`src/rtl/uart_pkg.sv`:
```
// Shared definitions for the AVR-to-MB UART transmit path: FSM encoding,
// frame constants and the default 9600-baud bit period at 50 MHz.
package uart_pkg;

    typedef enum logic [1:0] {
        IDLE  = 2'd0,
        START = 2'd1,
        DATA  = 2'd2,
        STOP  = 2'd3
    } uart_state_t;

    localparam int   UART_DATA_BITS   = 8;
    localparam logic UART_START_LVL   = 1'b0;
    localparam logic UART_STOP_LVL    = 1'b1;
    localparam int   CLK_PER_BIT_9600 = 5208;

    // Transmitter control state kept together so a checker can bind to one signal.
    typedef struct packed {
        uart_state_t state;
        logic [2:0]  bit_idx;
    } tx_fsm_t;

endpackage

```
`src/rtl/byte_fifo.sv`:
```
// Synchronous byte FIFO of 2^DEPTH_LOG2 entries; the head is visible on dout
// combinationally so a pop can capture it on the same edge.
module byte_fifo #(
    parameter int DEPTH_LOG2 = 4
) (
    input  logic                  clk,
    input  logic                  rst_n,
    input  logic                  push,
    input  logic                  pop,
    input  logic [7:0]            din,
    output logic [7:0]            dout,
    output logic [DEPTH_LOG2:0]   level,
    output logic                  full,
    output logic                  empty
);

    localparam int DEPTH = 1 << DEPTH_LOG2;
    localparam logic [DEPTH_LOG2:0] FULL_LVL = {1'b1, {DEPTH_LOG2{1'b0}}};

    logic [7:0]            mem [DEPTH];
    logic [DEPTH_LOG2-1:0] wr_ptr;
    logic [DEPTH_LOG2-1:0] rd_ptr;
    logic                  do_push;
    logic                  do_pop;

    assign full    = (level == FULL_LVL);
    assign empty   = (level == '0);
    // A push into a full FIFO is dropped even when a pop shares the edge.
    assign do_push = push & ~full;
    assign do_pop  = pop & ~empty;
    assign dout    = mem[rd_ptr];

    always_ff @(posedge clk or negedge rst_n) begin
        if (!rst_n) begin
            wr_ptr <= '0;
            rd_ptr <= '0;
            level  <= '0;
        end else begin
            if (do_push) wr_ptr <= wr_ptr + 1'b1;
            if (do_pop)  rd_ptr <= rd_ptr + 1'b1;
            case ({do_push, do_pop})
                2'b10:   level <= level + 1'b1;
                2'b01:   level <= level - 1'b1;
                default: level <= level;
            endcase
        end
    end

    always_ff @(posedge clk) begin
        if (do_push) mem[wr_ptr] <= din;
    end

endmodule

```
`src/rtl/uart_tx_fifo.sv`:
```
// Buffered 8N1 UART transmitter: bytes strobed in from the AVR side are queued
// in byte_fifo and shifted out LSB first on tx, frames back-to-back when queued.
module uart_tx_fifo
    import uart_pkg::*;
#(
    parameter int CLK_PER_BIT = CLK_PER_BIT_9600,
    parameter int CTR_SIZE    = 16,
    parameter int DEPTH_LOG2  = 4
) (
    input  logic                clk,
    input  logic                rst_n,
    input  logic [7:0]          data,
    input  logic                new_data,
    input  logic                block,
    output logic                tx,
    output logic                busy,
    output logic                full,
    output logic [DEPTH_LOG2:0] level,
    output logic                overrun
);

    localparam logic [CTR_SIZE-1:0] BIT_LAST  = CTR_SIZE'(CLK_PER_BIT - 1);
    localparam logic [2:0]          LAST_DATA = 3'(UART_DATA_BITS - 1);

    // Write handshake: new_data is a one-cycle valid with no back-pressure;
    // ready is ~full sampled before the edge. A valid while full is dropped
    // and reported by a one-cycle overrun pulse on the following cycle.

    tx_fsm_t             fsm_q, fsm_d;
    logic [CTR_SIZE-1:0] ctr_q, ctr_d;
    logic [7:0]          shift_q, shift_d;
    logic                tx_q, tx_d;
    logic                overrun_q;
    logic                pop;
    logic                bit_end;
    logic                start_frame;
    logic [7:0]          fifo_dout;
    logic                fifo_empty;

    byte_fifo #(
        .DEPTH_LOG2(DEPTH_LOG2)
    ) u_fifo (
        .clk   (clk),
        .rst_n (rst_n),
        .push  (new_data),
        .pop   (pop),
        .din   (data),
        .dout  (fifo_dout),
        .level (level),
        .full  (full),
        .empty (fifo_empty)
    );

    assign bit_end     = (ctr_q == BIT_LAST);
    assign start_frame = ~fifo_empty & ~block;

    always_comb begin
        fsm_d   = fsm_q;
        ctr_d   = ctr_q;
        shift_d = shift_q;
        tx_d    = tx_q;
        pop     = 1'b0;
        case (fsm_q.state)
            IDLE: begin
                if (start_frame) begin
                    pop         = 1'b1;
                    shift_d     = fifo_dout;
                    tx_d        = UART_START_LVL;
                    ctr_d       = '0;
                    fsm_d.state = START;
                end
            end
            START: begin
                if (bit_end) begin
                    ctr_d         = '0;
                    tx_d          = shift_q[0];
                    shift_d       = shift_q >> 1;
                    fsm_d.bit_idx = '0;
                    fsm_d.state   = DATA;
                end else begin
                    ctr_d = ctr_q + 1'b1;
                end
            end
            DATA: begin
                if (bit_end) begin
                    ctr_d = '0;
                    if (fsm_q.bit_idx == LAST_DATA) begin
                        tx_d        = UART_STOP_LVL;
                        fsm_d.state = STOP;
                    end else begin
                        tx_d          = shift_q[0];
                        shift_d       = shift_q >> 1;
                        fsm_d.bit_idx = fsm_q.bit_idx + 3'd1;
                    end
                end else begin
                    ctr_d = ctr_q + 1'b1;
                end
            end
            STOP: begin
                if (bit_end) begin
                    ctr_d = '0;
                    // Chain straight into the next start bit when data waits.
                    if (start_frame) begin
                        pop         = 1'b1;
                        shift_d     = fifo_dout;
                        tx_d        = UART_START_LVL;
                        fsm_d.state = START;
                    end else begin
                        fsm_d.state = IDLE;
                    end
                end else begin
                    ctr_d = ctr_q + 1'b1;
                end
            end
            default: begin
                fsm_d.state = IDLE;
                tx_d        = UART_STOP_LVL;
            end
        endcase
    end

    always_ff @(posedge clk or negedge rst_n) begin
        if (!rst_n) begin
            fsm_q     <= '{state: IDLE, bit_idx: 3'd0};
            ctr_q     <= '0;
            shift_q   <= '0;
            tx_q      <= UART_STOP_LVL;
            overrun_q <= 1'b0;
        end else begin
            fsm_q     <= fsm_d;
            ctr_q     <= ctr_d;
            shift_q   <= shift_d;
            tx_q      <= tx_d;
            overrun_q <= new_data & full;
        end
    end

    assign tx      = tx_q;
    assign overrun = overrun_q;
    assign busy    = (fsm_q.state != IDLE) | ~fifo_empty;

endmodule

```
`config.mk`:
```
export PLATFORM = sky130hd
export DESIGN_NAME = uart_tx_fifo
export DESIGN_NICKNAME = d
export VERILOG_FILES = /design/src/rtl/uart_pkg.sv /design/src/rtl/byte_fifo.sv /design/src/rtl/uart_tx_fifo.sv
export SDC_FILE = /design/constraint.sdc
export NUM_CORES = 1
export LEC_CHECK = 0
export BUFFER_PORTS_ARGS = -buffer_cell sky130_fd_sc_hd__buf_2
export CORE_MARGIN = 3
export CORE_UTILIZATION = 40
export CTS_BUF_LIST = sky130_fd_sc_hd__clkbuf_4
export CTS_CLUSTER_SIZE = 25
export DETAILED_ROUTE_END_ITERATION = 12
export PLACE_DENSITY = 0.54
export SETUP_SLACK_MARGIN = 0.5
export SYNTH_ARGS = -nofsm -noshare
export SYNTH_HDL_FRONTEND = slang
export SYNTH_SLANG_ARGS = --single-unit
```
`constraint.sdc`:
```
create_clock -name clk -period 5 [get_ports clk]
set_clock_uncertainty 0.2 [all_clocks]
set_input_delay 1 -clock clk [delete_from_list [all_inputs] [get_ports clk]]
set_output_delay 1 -clock clk [all_outputs]
set_load 0.01 [all_outputs]
```
# ---- Word-level counts from Yosys, hierarchy flattened
# Memory sizes are Yosys's and may differ from the RTL's.
# Cells that the tools add are included.
dict set report totals {
  ff_bits 44
  ram_bits 128
  inputBits 12
  output_inout_bits 9
  wordCells 78
  mem_count 1
}
# name depth word_bits read_ports rd_clocked_by_memory_dff wr line
set memory_table {}
lappend memory_table {u_fifo.mem 16 8 1 0 1 byte_fifo.sv:20} ;# logic [7:0] mem [DEPTH];
dict set report op_classes {
  n_addsub 6
  n_eq_ne 14
  n_mux 30
  n_bitwise 8
  n_reduce_logical 10
}
# op n
set ops {}
lappend ops {{$mux 8} 5}
lappend ops {{$mux 16} 2}
lappend ops {{$pmux 16 s2} 1}
lappend ops {{$pmux 8 s4} 1}
lappend ops {{$add 16x1->16 const B} 1}
lappend ops {{$eq 16x13->1 const B} 1}
lappend ops {{$ne 2x2->1 const B} 6}
lappend ops {{$mux 1} 10}
lappend ops {{$mux 5} 2}
lappend ops {{$pmux 5 s2} 1}
lappend ops {{$add 4x1->4 const B} 2}
lappend ops {{$pmux 2 s4} 1}
lappend ops {{$reduce_and 4->1} 2}
lappend ops {{$eq 2x2->1 const B} 3}
lappend ops {{$mux 2} 3}
lappend ops {{$pmux 3 s2} 1}
lappend ops {{$reduce_bool 2->1} 3}
lappend ops {{$add 5x1->5 const B} 1}
lappend ops {{$eq 5x5->1 const B} 1}
lappend ops {{$logic_not 5->1} 1}
lappend ops {{$reduce_and 5->1} 1}
lappend ops {{$sub 5x1->5 const B} 1}
lappend ops {{$and 1x1->1} 4}
lappend ops {{$eq 2x1->1 const B} 2}
lappend ops {{10 further kinds} 12}

# ---- Logic depth before layout (Yosys ltp)
# Gate-level depths: netlist of the first run.
dict set report logic_depth {
  depth_word 9
  mapped_depth 12
  depth_no_buf 12
}

# ---- Modules after synthesis
# A second synthesis of the first run with hierarchy kept.
dict set report hier_totals {
  cells_unflattened 494
  hier_area_um2 7492.2
}
# module instances cells_each area_per_inst_um2 seq_area_each_um2
set modules_own_cells {}
lappend modules_own_cells {byte_fifo 1 332 5779.3 4169.0}
lappend modules_own_cells {uart_tx_fifo 1 162 1712.9 777.0}

# ---- Worst setup path after synthesis of the first run
# OpenSTA, ideal clock, no wires.
dict set report synth_timing {
  kind {input port to flip-flop}
  from {in block}
  to {reg u_fifo.level[4]}
  setup_ns 0.123
  arrival_time_ns 2.805
  required_ns 4.677
  slack_ns 1.872
  cell_stages 10
  path_buffers 1
  path_cell_list {a21o_1 > buf_2 > nor3_2 > ha_1 > ha_1 > a21o_1 > a21oi_1 > xor2_1 > nor2_1 > xnor2_1}
}
dict set report synth_via {
  elab_chain_len 8
  elab_cells_between_ends 10
  cone_classes {eq/ne: 2; mux: 4; bitwise: 3; reduce/logical: 1}
}
# item line
set synth_rtl {}
lappend synth_rtl {{start: declaration} uart_tx_fifo.sv:14} ;# input logic block,
lappend synth_rtl {{$not 1->1 *} uart_tx_fifo.sv:55} ;# assign start_frame = ~fifo_empty & ~block;
lappend synth_rtl {{$and 1x1->1 *} uart_tx_fifo.sv:55}
lappend synth_rtl {{$mux 1 *} {uart_tx_fifo.sv:65, uart_tx_fifo.sv:103}}
lappend synth_rtl {{$mux 1} uart_tx_fifo.sv:100} ;# if (bit_end) begin
lappend synth_rtl {{$pmux 1 s2 *} uart_tx_fifo.sv:63} ;# case (fsm_q.state)
lappend synth_rtl {{$and 1x1->1 *} byte_fifo.sv:30} ;# assign do_pop = pop & ~empty;
lappend synth_rtl {{net u_fifo.do_pop} byte_fifo.sv:24} ;# logic do_pop;
lappend synth_rtl {{$eq 2x1->1 or $eq 2x2->1 (tied branches)} byte_fifo.sv:41} ;# case ({do_push, do_pop})
lappend synth_rtl {{$pmux 5 s2 or $reduce_bool 2->1 (tied branches)} n/a}
lappend synth_rtl {{end signal: assignment} byte_fifo.sv:42} ;# 2'b10: level <= level + 1'b1;
lappend synth_rtl {{end signal: assignment} byte_fifo.sv:43} ;# 2'b01: level <= level - 1'b1;
lappend synth_rtl {{end signal: assignment} byte_fifo.sv:44} ;# default: level <= level;
lappend synth_rtl {{end: declaration} byte_fifo.sv:12} ;# output logic [DEPTH_LOG2:0] level,
# The timed path passes the listed nets; every way through them passes the cells marked *.
# A chain may end at the register's enable or synchronous reset.

# ---- Final worst setup path of the first run
dict set report layout_timing {
  from {reg ctr_q[0]}
  to {reg u_fifo.level[4]}
}
dict set report layout_via {
  elab_chain_len 6
  elab_cells_between_ends 8
  cone_classes {eq/ne: 3; mux: 3; bitwise: 1; reduce/logical: 1}
}
# item line
set layout_rtl {}
lappend layout_rtl {{start: declaration} uart_tx_fifo.sv:30} ;# logic [CTR_SIZE-1:0] ctr_q, ctr_d;
lappend layout_rtl {{start signal: assignment} uart_tx_fifo.sv:131} ;# ctr_q <= ctr_d;
lappend layout_rtl {{$eq 16x13->1 *} uart_tx_fifo.sv:54} ;# assign bit_end = (ctr_q == BIT_LAST);
lappend layout_rtl {{$mux 1 *} uart_tx_fifo.sv:100}
lappend layout_rtl {{$pmux 1 s2 *} uart_tx_fifo.sv:63}
lappend layout_rtl {{$and 1x1->1 *} byte_fifo.sv:30}
lappend layout_rtl {{net u_fifo.do_pop} byte_fifo.sv:24}
lappend layout_rtl {{$eq 2x1->1 or $eq 2x2->1 (tied branches)} byte_fifo.sv:41}
lappend layout_rtl {{$pmux 5 s2 or $reduce_bool 2->1 (tied branches)} n/a}
# Marks and branches as above.

==> impl_metrics.toml, run 1 <==
[logic_synthesis]
synth_area_per_cell_um2 = 15.03
synthArstFlopShare_pct = 25.58
synthFlopType = "edfxtp_1"
synth_cell_types = 56
syn_nets = 527
ys_seq_area_share_pct = 66.21
syn_area_mm2 = 0.007470
ys_ff_latch = 172
synthCells = 497
yosys_warnings = 0
synth-edff-count = 128

[floorplanning]
dieArea_mm2 = 0.02035
dieHeight_um = 142.7
fp.coreArea_mm2 = 0.01815
die_width_um = 142.7
initial_core_util_pct = 41.16
io_pins = 21
core.rowCount = 49

[global_route]
grt_pass1_wl_um = 24780
grt_max_degree = 45
gr-total-overflow = 0
grt_pass1_vias = 4308
antenna_found_initial = 1
gr-usage-all-layers_pct = 16.33

[critical_path]
path_cells = "ha_1 -> and4bb_2 -> and4_1 -> a21oi_1 -> nor3_2 -> ha_1 -> fa_1 -> a21o_1 -> a21oi_1 -> xor2_1 -> nor2_1 -> xnor2_1"
cp_slowest_stage_delay_ns = 0.43
path_max_fanout = 7
reg2reg_slack_ns = 1.57
worstRegToRegCells = 12
critPathKind = "flip-flop to flip-flop"
worstPathArrival_ns = 3.69
reg2reg_from = "ctr_q[0]"
reg2reg_to = "u_fifo.level[4]"
endpoint_kind = "flip-flop"
critPathLaunchType = "flip-flop"
crit_slowest_cell = "dfrtp_1"
critPathRequiredTime_ns = 5.26

[clocking]
cts_setup_buffers = 0
clk_pin_slew_worst_paths_ns = 0.14
clock_latency_ns = 0.57
root_buffer = "clkbuf_4"
ctsHoldBuffers = 0
cts-resized-gates = 0
clock-sinks = 172
htree_levels = 4
cts_tree = "built"
numCtsBuffers = 17
cts_buffer_depth = 2

[routing]
wl_per_cell_um = 20.40
vias = 4169
viasPerCell = 5.457
drt_iter0_markers = 311
antenna_left = 0
detail_route.first_pass.iterations = 6
wl_um = 15590
drc = 0

[pwr]
seqPwrFrac_pct = 46.0
leakage_nw = 2.964
p_clk_share_pct = 18.5
p_int_mw = 2.604
swShare_pct = 37.99
switching_power_mw = 1.595
p_comb_share_pct = 35.5
cellPowerDensity_mw_per_mm2 = 518.3
peakVddDrop_v = 0.0002796

[worst_hold_path]
hold_start = "tx"
hold_path.class = "flip-flop to flip-flop"
hold_depth = 2
min_to = "tx"

[sta]
finalSetupTns_ns = 0
relSlewSlack_pct = 31.02
hold_viol = 0
grt_setup_unrepaired = "false"
timing.hold.ws_ns = 0.3075
maxSlewViolCount = 0
max_freq_mhz = 291.4
setup_viol_count_final = 0
timing.final.crit_period_ns = 3.432
worst_pin_slew_ns = 1.035
finalCritPeriodShare_pct = 68.65

[layout]
drive_above_1_share_pct = 18.16
layout.cells.most_common_list = "edfxtp_1 (128), dfrtp_1 (42), mux2i_1 (33)"
fillerInstances = 1630
area_growth_syn_to_layout_pct = 8.459
fin_nets = 551
fin_cells = 764
final_common_cell = "edfxtp_1"

[placed_design]
io_buffers = 20
place_congestion = 0.7856
place_hpwl_um = 10280
dp.cells = 731

[flow_run]
drv_cap = 0

[status]
status = "completed"
## synth_stat cells, drive strengths merged, types with 2 or more instances
library cell	number	share of area, %
a2111oi	5	0.84
a21o	4	0.40
a21oi	11	0.74
a221oi	2	0.23
a22o	5	0.59
a22oi	16	1.6
a31oi	2	0.17
a41o	2	0.27
and2	3	0.25
and3	3	0.25
and4bb	2	0.33
buf	11	0.70
clkbuf	12	0.60
dfrtp	43	14
edfxtp	128	51
ha	17	2.8
inv	16	0.80
mux2	9	1.4
mux2i	33	4.4
mux4	16	4.8
nand2	28	1.4
nand2b	3	0.25
nand3	16	1.1
nand4	3	0.25
nor2	27	1.4
nor2b	2	0.17
nor3	7	0.54
o211ai	14	1.4
o21ai	16	1.1
o31ai	2	0.20
o41ai	2	0.23
or2	3	0.28
xnor2	12	1.4
xor2	4	0.47
## state kept, by name (all words and copies together), names as in the netlist
| name | count |
|---|---|
| ctr_q | 16 |
| u_fifo.rd_ptr | 4 |
| shift_q | 8 |
| fsm_q | 5 |
| u_fifo.wr_ptr | 4 |
| u_fifo.mem | 128 |
| u_fifo.level | 5 |
| overrun | 1 |
| tx | 1 |
## metrics by stage
step                      power [mW]  util [%]  setup WS (ns)  cell area (µm²)
after global routing           4.484     44.64          1.369             8102
after detailed placement       3.481     43.09          1.501             7820
after global placement         3.444     43.09          1.608             7820
final                          4.199     44.64          1.568             8102
after CTS                      4.256     44.63          1.551             8099
after floorplan                3.024         -          1.872             7470
## how the worst max path moves through the flow
stage	depth (start not counted)	end	slack, ns	from
final	12	u_fifo.level[4]	1.57	ctr_q[0]
after detailed placement	10	u_fifo.level[4]	1.50	block
after global placement	10	u_fifo.level[4]	1.61	block
after global routing	12	u_fifo.level[4]	1.37	ctr_q[0]
after CTS	12	u_fifo.level[4]	1.55	ctr_q[0]
after floorplan	10	u_fifo.level[4]	1.87	block
## cell type report
type / instances / area (µm²) / area share [%]
diodes: 1 / 2.502 / 0.03089
clock buffers: 17 / 127.6 / 1.575
clock inverters: 15 / 151.4 / 1.869
inverters: 16 / 60.06 / 0.7413
multi-input cells: 286 / 2366 / 29.20
flip-flops and latches: 172 / 4947 / 61.07
well taps: 229 / 286.5 / 3.537
repair buffers: 28 / 160.2 / 1.977
## power groups by stage
stage                     Clock (mW)  Combinational (mW)  Sequential [mW]
after global placement             0                1.48             1.96
after detailed placement           0                1.51             1.97
final                          0.776                1.49             1.93
after floorplan                    0                1.15             1.87
after CTS                      0.801                1.52             1.94
after global routing           0.865                1.65             1.97
## kinds of logic (layout without fill, tap and decap cells)
logic type               after synthesis  in the layout  share of synthesized area [%]
multiplexers                          58             58                          10.60
AO/OA/AOI/OAI                         89             89                          8.761
adder cells (fa/ha/maj)               18             18                          3.116
flip-flops                           172            172                          66.21
AND/OR/NAND/NOR                      105            105                          7.320
XOR/XNOR                              16             16                          1.876
buffers and inverters                 39             76                          2.111
other                                  0              1                              0
## metal layers
metal,global-route usage (%),wire (µm),vias up,part of all wire [%]
li1,-,-,1974,-
met1,23.29,7450,2118,48
met2,25.02,7440,61,48
met3,3.985,446,16,2.9
met4,4.902,251,0,1.6
met5,0,0,-,0
## critical path, delay by kind of cell (launching register included)
kind | cells | cell delay (ns)
adders and majority gates | 3 | 1.04
DFF | 1 | 0.43
and+or+nand+nor | 4 | 0.67
xor gates and xnor gates | 2 | 0.31
AOI/OAI and AO/OA | 3 | 0.67
(Power assumes the default switching activity.)
==> run 2, diff against run 1 <==
--- a/config.mk
+++ b/config.mk
@@ -5,6 +5,7 @@
 export SDC_FILE = /design/constraint.sdc
 export NUM_CORES = 1
 export LEC_CHECK = 0
+export ABC_AREA = 1
 export BUFFER_PORTS_ARGS = -buffer_cell sky130_fd_sc_hd__buf_2
 export CORE_MARGIN = 3
 export CORE_UTILIZATION = 40
==> constraint.sdc (replaced) <==
create_clock -name clk -period 3.3 [get_ports clk]
set_clock_uncertainty 0.2 [all_clocks]
set_input_delay 0.66 -clock clk [delete_from_list [all_inputs] [get_ports clk]]
set_output_delay 0.66 -clock clk [all_outputs]
set_load 0.01 [all_outputs]
==> run 2 against run 1 <==
Against the previous run: non-clock buffer count rose by 16; first-iteration DRC count rose by 14%; synthesized cell count rose by 69%; largest power group unchanged; core utilization rose by 0.32 points; register-to-register slack got worse by 0.84 ns; hold slack got worse by 0.23 ns; sequential cell count did not move; maximum frequency rose by 33%; sequential power rose by 21%; largest cell class unchanged.
==> impl_metrics.toml, run 2 <==
[flow_run]
drv_cap = 0

[logic_synthesis]
ys_seq_area_share_pct = 61.41
ys_ff_latch = 172
synthArstFlopShare_pct = 25.58
syn_nets = 871
synthCells = 841
synth-edff-count = 128
syn_area_mm2 = 0.008054
synth_top_area_share_pct = 47.72
yosys-top-cells-area = "edfxtp_1 (48%), dfrtp_1 (13%), nand2_1 (12%), nor2_1 (5.8%), nand3_1 (4.3%)"
yosys_warnings = 0
synth_cell_types = 33
synth_most_common_cell = "nand2_1"
synthFlopType = "edfxtp_1"
yosysTopAreaCell = "edfxtp_1"
synth_area_per_cell_um2 = 9.577
synth_common_cells = "nand2_1 (256), edfxtp_1 (128), nor2_1 (125)"

[critical_path]
critPathRequiredTime_ns = 3.62
endpoint_kind = "flip-flop"
path_cells = "nor2_1 -> nand3_1 -> nand2_2 -> nor2_4 -> nand2_4 -> inv_1 -> ha_4 -> fa_1 -> a21oi_1 -> nor2_1 -> nor2_1 -> xor2_1 -> nand2_1 -> o21ai_0"
crit_path_start = "u_fifo.level[3]"
path_max_fanout = 6
critPathKind = "flip-flop to flip-flop"
reg2reg_from = "u_fifo.level[3]"
crit_top_cell = "nor2_1"
critPathTopFamily = "simple AND/OR/NAND/NOR gates"
cp_slowest_stage_delay_ns = 0.43
worst-path-buf-inv = 1
critPathLaunchType = "flip-flop"
crit_slowest_cell = "dfrtp_1"
worstPathArrival_ns = 2.90

[routing]
vias = 5636
detail_route.first_pass.iterations = 5
drt_iter0_markers = 356
viasPerCell = 4.888
antenna_left = 0
wl_um = 18440
drc = 0
wl_per_cell_um = 15.99

[pwr]
p_comb_share_pct = 1.5
peakVddDrop_v = 0.0002928
swShare_pct = 25.01
p_int_mw = 2.674
seqPwrFrac_pct = 65.2
switching_power_mw = 0.8920
leakage_nw = 3.771
p_clk_share_pct = 33.3
cellPowerDensity_mw_per_mm2 = 404.9

[clocking]
clk_pin_slew_worst_paths_ns = 0.15
cts_buffer_depth = 2
cts_tree = "built"
numCtsBuffers = 17
htree_levels = 4
root_buffer = "clkbuf_4"
clock-sinks = 172
clock_latency_ns = 0.60

[global_route]
antenna_found_initial = 1
grt_pass1_vias = 5329
gr-usage-all-layers_pct = 17.50
gr-total-overflow = 0
grt_max_degree = 45
grt_pass1_wl_um = 29440

[placed_design]
io_buffers = 20
place_congestion = 0.9059
place_hpwl_um = 11920

[floorplanning]
dieHeight_um = 147.9
dieArea_mm2 = 0.02187
die_width_um = 147.9
fp.coreArea_mm2 = 0.01959
core.rowCount = 51
io_pins = 21
initial_core_util_pct = 41.11

[layout]
utilization_pct = 44.96
drive_above_1_share_pct = 12.29
largest_reg_flops = 128
fillerInstances = 1915
area_growth_syn_to_layout_pct = 9.368
final_common_cell = "nand2_1"
largest_register = "u_fifo.mem"
fin_nets = 905
layout.cells.most_common_list = "nand2_1 (254), edfxtp_1 (128), nor2_1 (123)"
largestRegisters = "u_fifo.mem x128, ctr_q x16, shift_q x8"

[sta]
timing.final.crit_period_ns = 2.574
finalSetupTns_ns = 0
maxSlewViolCount = 0
hold_viol = 0
setup_viol_count_final = 0
finalCritPeriodShare_pct = 78.01
relSlewSlack_pct = 47.25
grt_setup_unrepaired = "false"
max_freq_mhz = 388.4
worst_pin_slew_ns = 0.7884

[worst_hold_path]
hold_start = "new_data"
hold_path.class = "input pin to flip-flop"

[status]
status = "completed"
## run 2: cell types whose count changed after synthesis, sizes merged, moves of 13 or more
cell,change
mux4,-16
o21ai,+22
mux2i,-33
nand3,+55
nand2,+235
a21oi,+14
a22oi,-16
inv,+39
nor2,+106
nand4,+13
buf,+14
## run 2: final timing paths
path	end	slack, ns	depth (start not counted)
max	u_fifo.level[4]	0.73	14
min	overrun	0.08	3
max reg2reg	u_fifo.level[4]	0.73	14
min reg2reg	tx	0.30	2
max in group asynchronous	u_fifo.rd_ptr[0]	2.02	3
min in group asynchronous	u_fifo.level[3]	0.25	2
## run 2: area by class of cell
cell class	instances	area, µm²	share of cell area [%]
Inverter	56	210.2	2.386
Tap cell	265	331.6	3.764
Clock inverter	14	147.6	1.676
Antenna cell	1	2.502	0.02841
Sequential cell	172	4952	56.22
Multi-Input combinational cell	584	2754	31.26
Clock buffer	17	127.6	1.449
Timing Repair Buffer	44	282.8	3.210
## run 2: per-stage QoR
step                cells  cell area [µm²]  total power, mW  hold WS [ns]  setup WS [ns]
finish               1153             8808            3.566       0.07783         0.7256
global route         1153             8808            3.684       0.08002         0.5111
CTS                  1144             8698            3.599       0.05201         0.5409
detailed placement   1111             8396            2.427        0.2659         0.3669
global placement     1111             8396            2.428        0.2649         0.4276
floorplan             841             8054            2.377        0.1644         0.7248
## run 2: timing repair
action | in CTS | in global routing
setup buffers | 1 | 8
endpoints found under the hold margin | 19 | 0
endpoints found under the setup margin | 2 | 2
resized for setup | 4 | 12
hold buffers | 1 | 0
pin swaps | 0 | 1
## run 2: power groups by stage
stage	registers, mW	clock network [mW]	logic [mW]
2_1_floorplan	2.37	0	0.00370
3_3_place_gp	2.37	0	0.0555
3_5_place_dp	2.37	0	0.0551
4_1_cts	2.33	1.22	0.0564
5_1_grt	2.33	1.30	0.0618
6_report	2.33	1.19	0.0546
## run 2: cells by family (layout without fill, tap and decap cells)
group / after synthesis / count (layout) / share of synthesized area [%]
buffers and inverters: 85 / 131 / 5.049
XOR/XNOR: 8 / 8 / 0.8700
adder cells (fa/ha/maj): 18 / 18 / 2.890
AND/OR/NAND/NOR: 492 / 492 / 25.60
other: 0 / 1 / 0
AO/OA/AOI/OAI: 66 / 66 / 4.179
flip-flops: 172 / 172 / 61.41
## run 2: layer usage
| layer | share of wire [%] | routed length (µm) | up-vias | GRT usage (%) |
|---|---|---|---|---|
| met4 | 1.4 | 267 | 0 | 4.018 |
| met5 | 0 | 0 | - | 0 |
| met1 | 45 | 8205 | 2641 | 23.10 |
| li1 | - | - | 2858 | - |
| met2 | 50 | 9170 | 115 | 30.05 |
| met3 | 4.3 | 791 | 22 | 3.464 |
## run 2: tightest hold or removal path, delay by kind of cell
family                 cells  cell delay (ns)
and+or+nand+nor            1             0.04
buffers and inverters      2             0.15
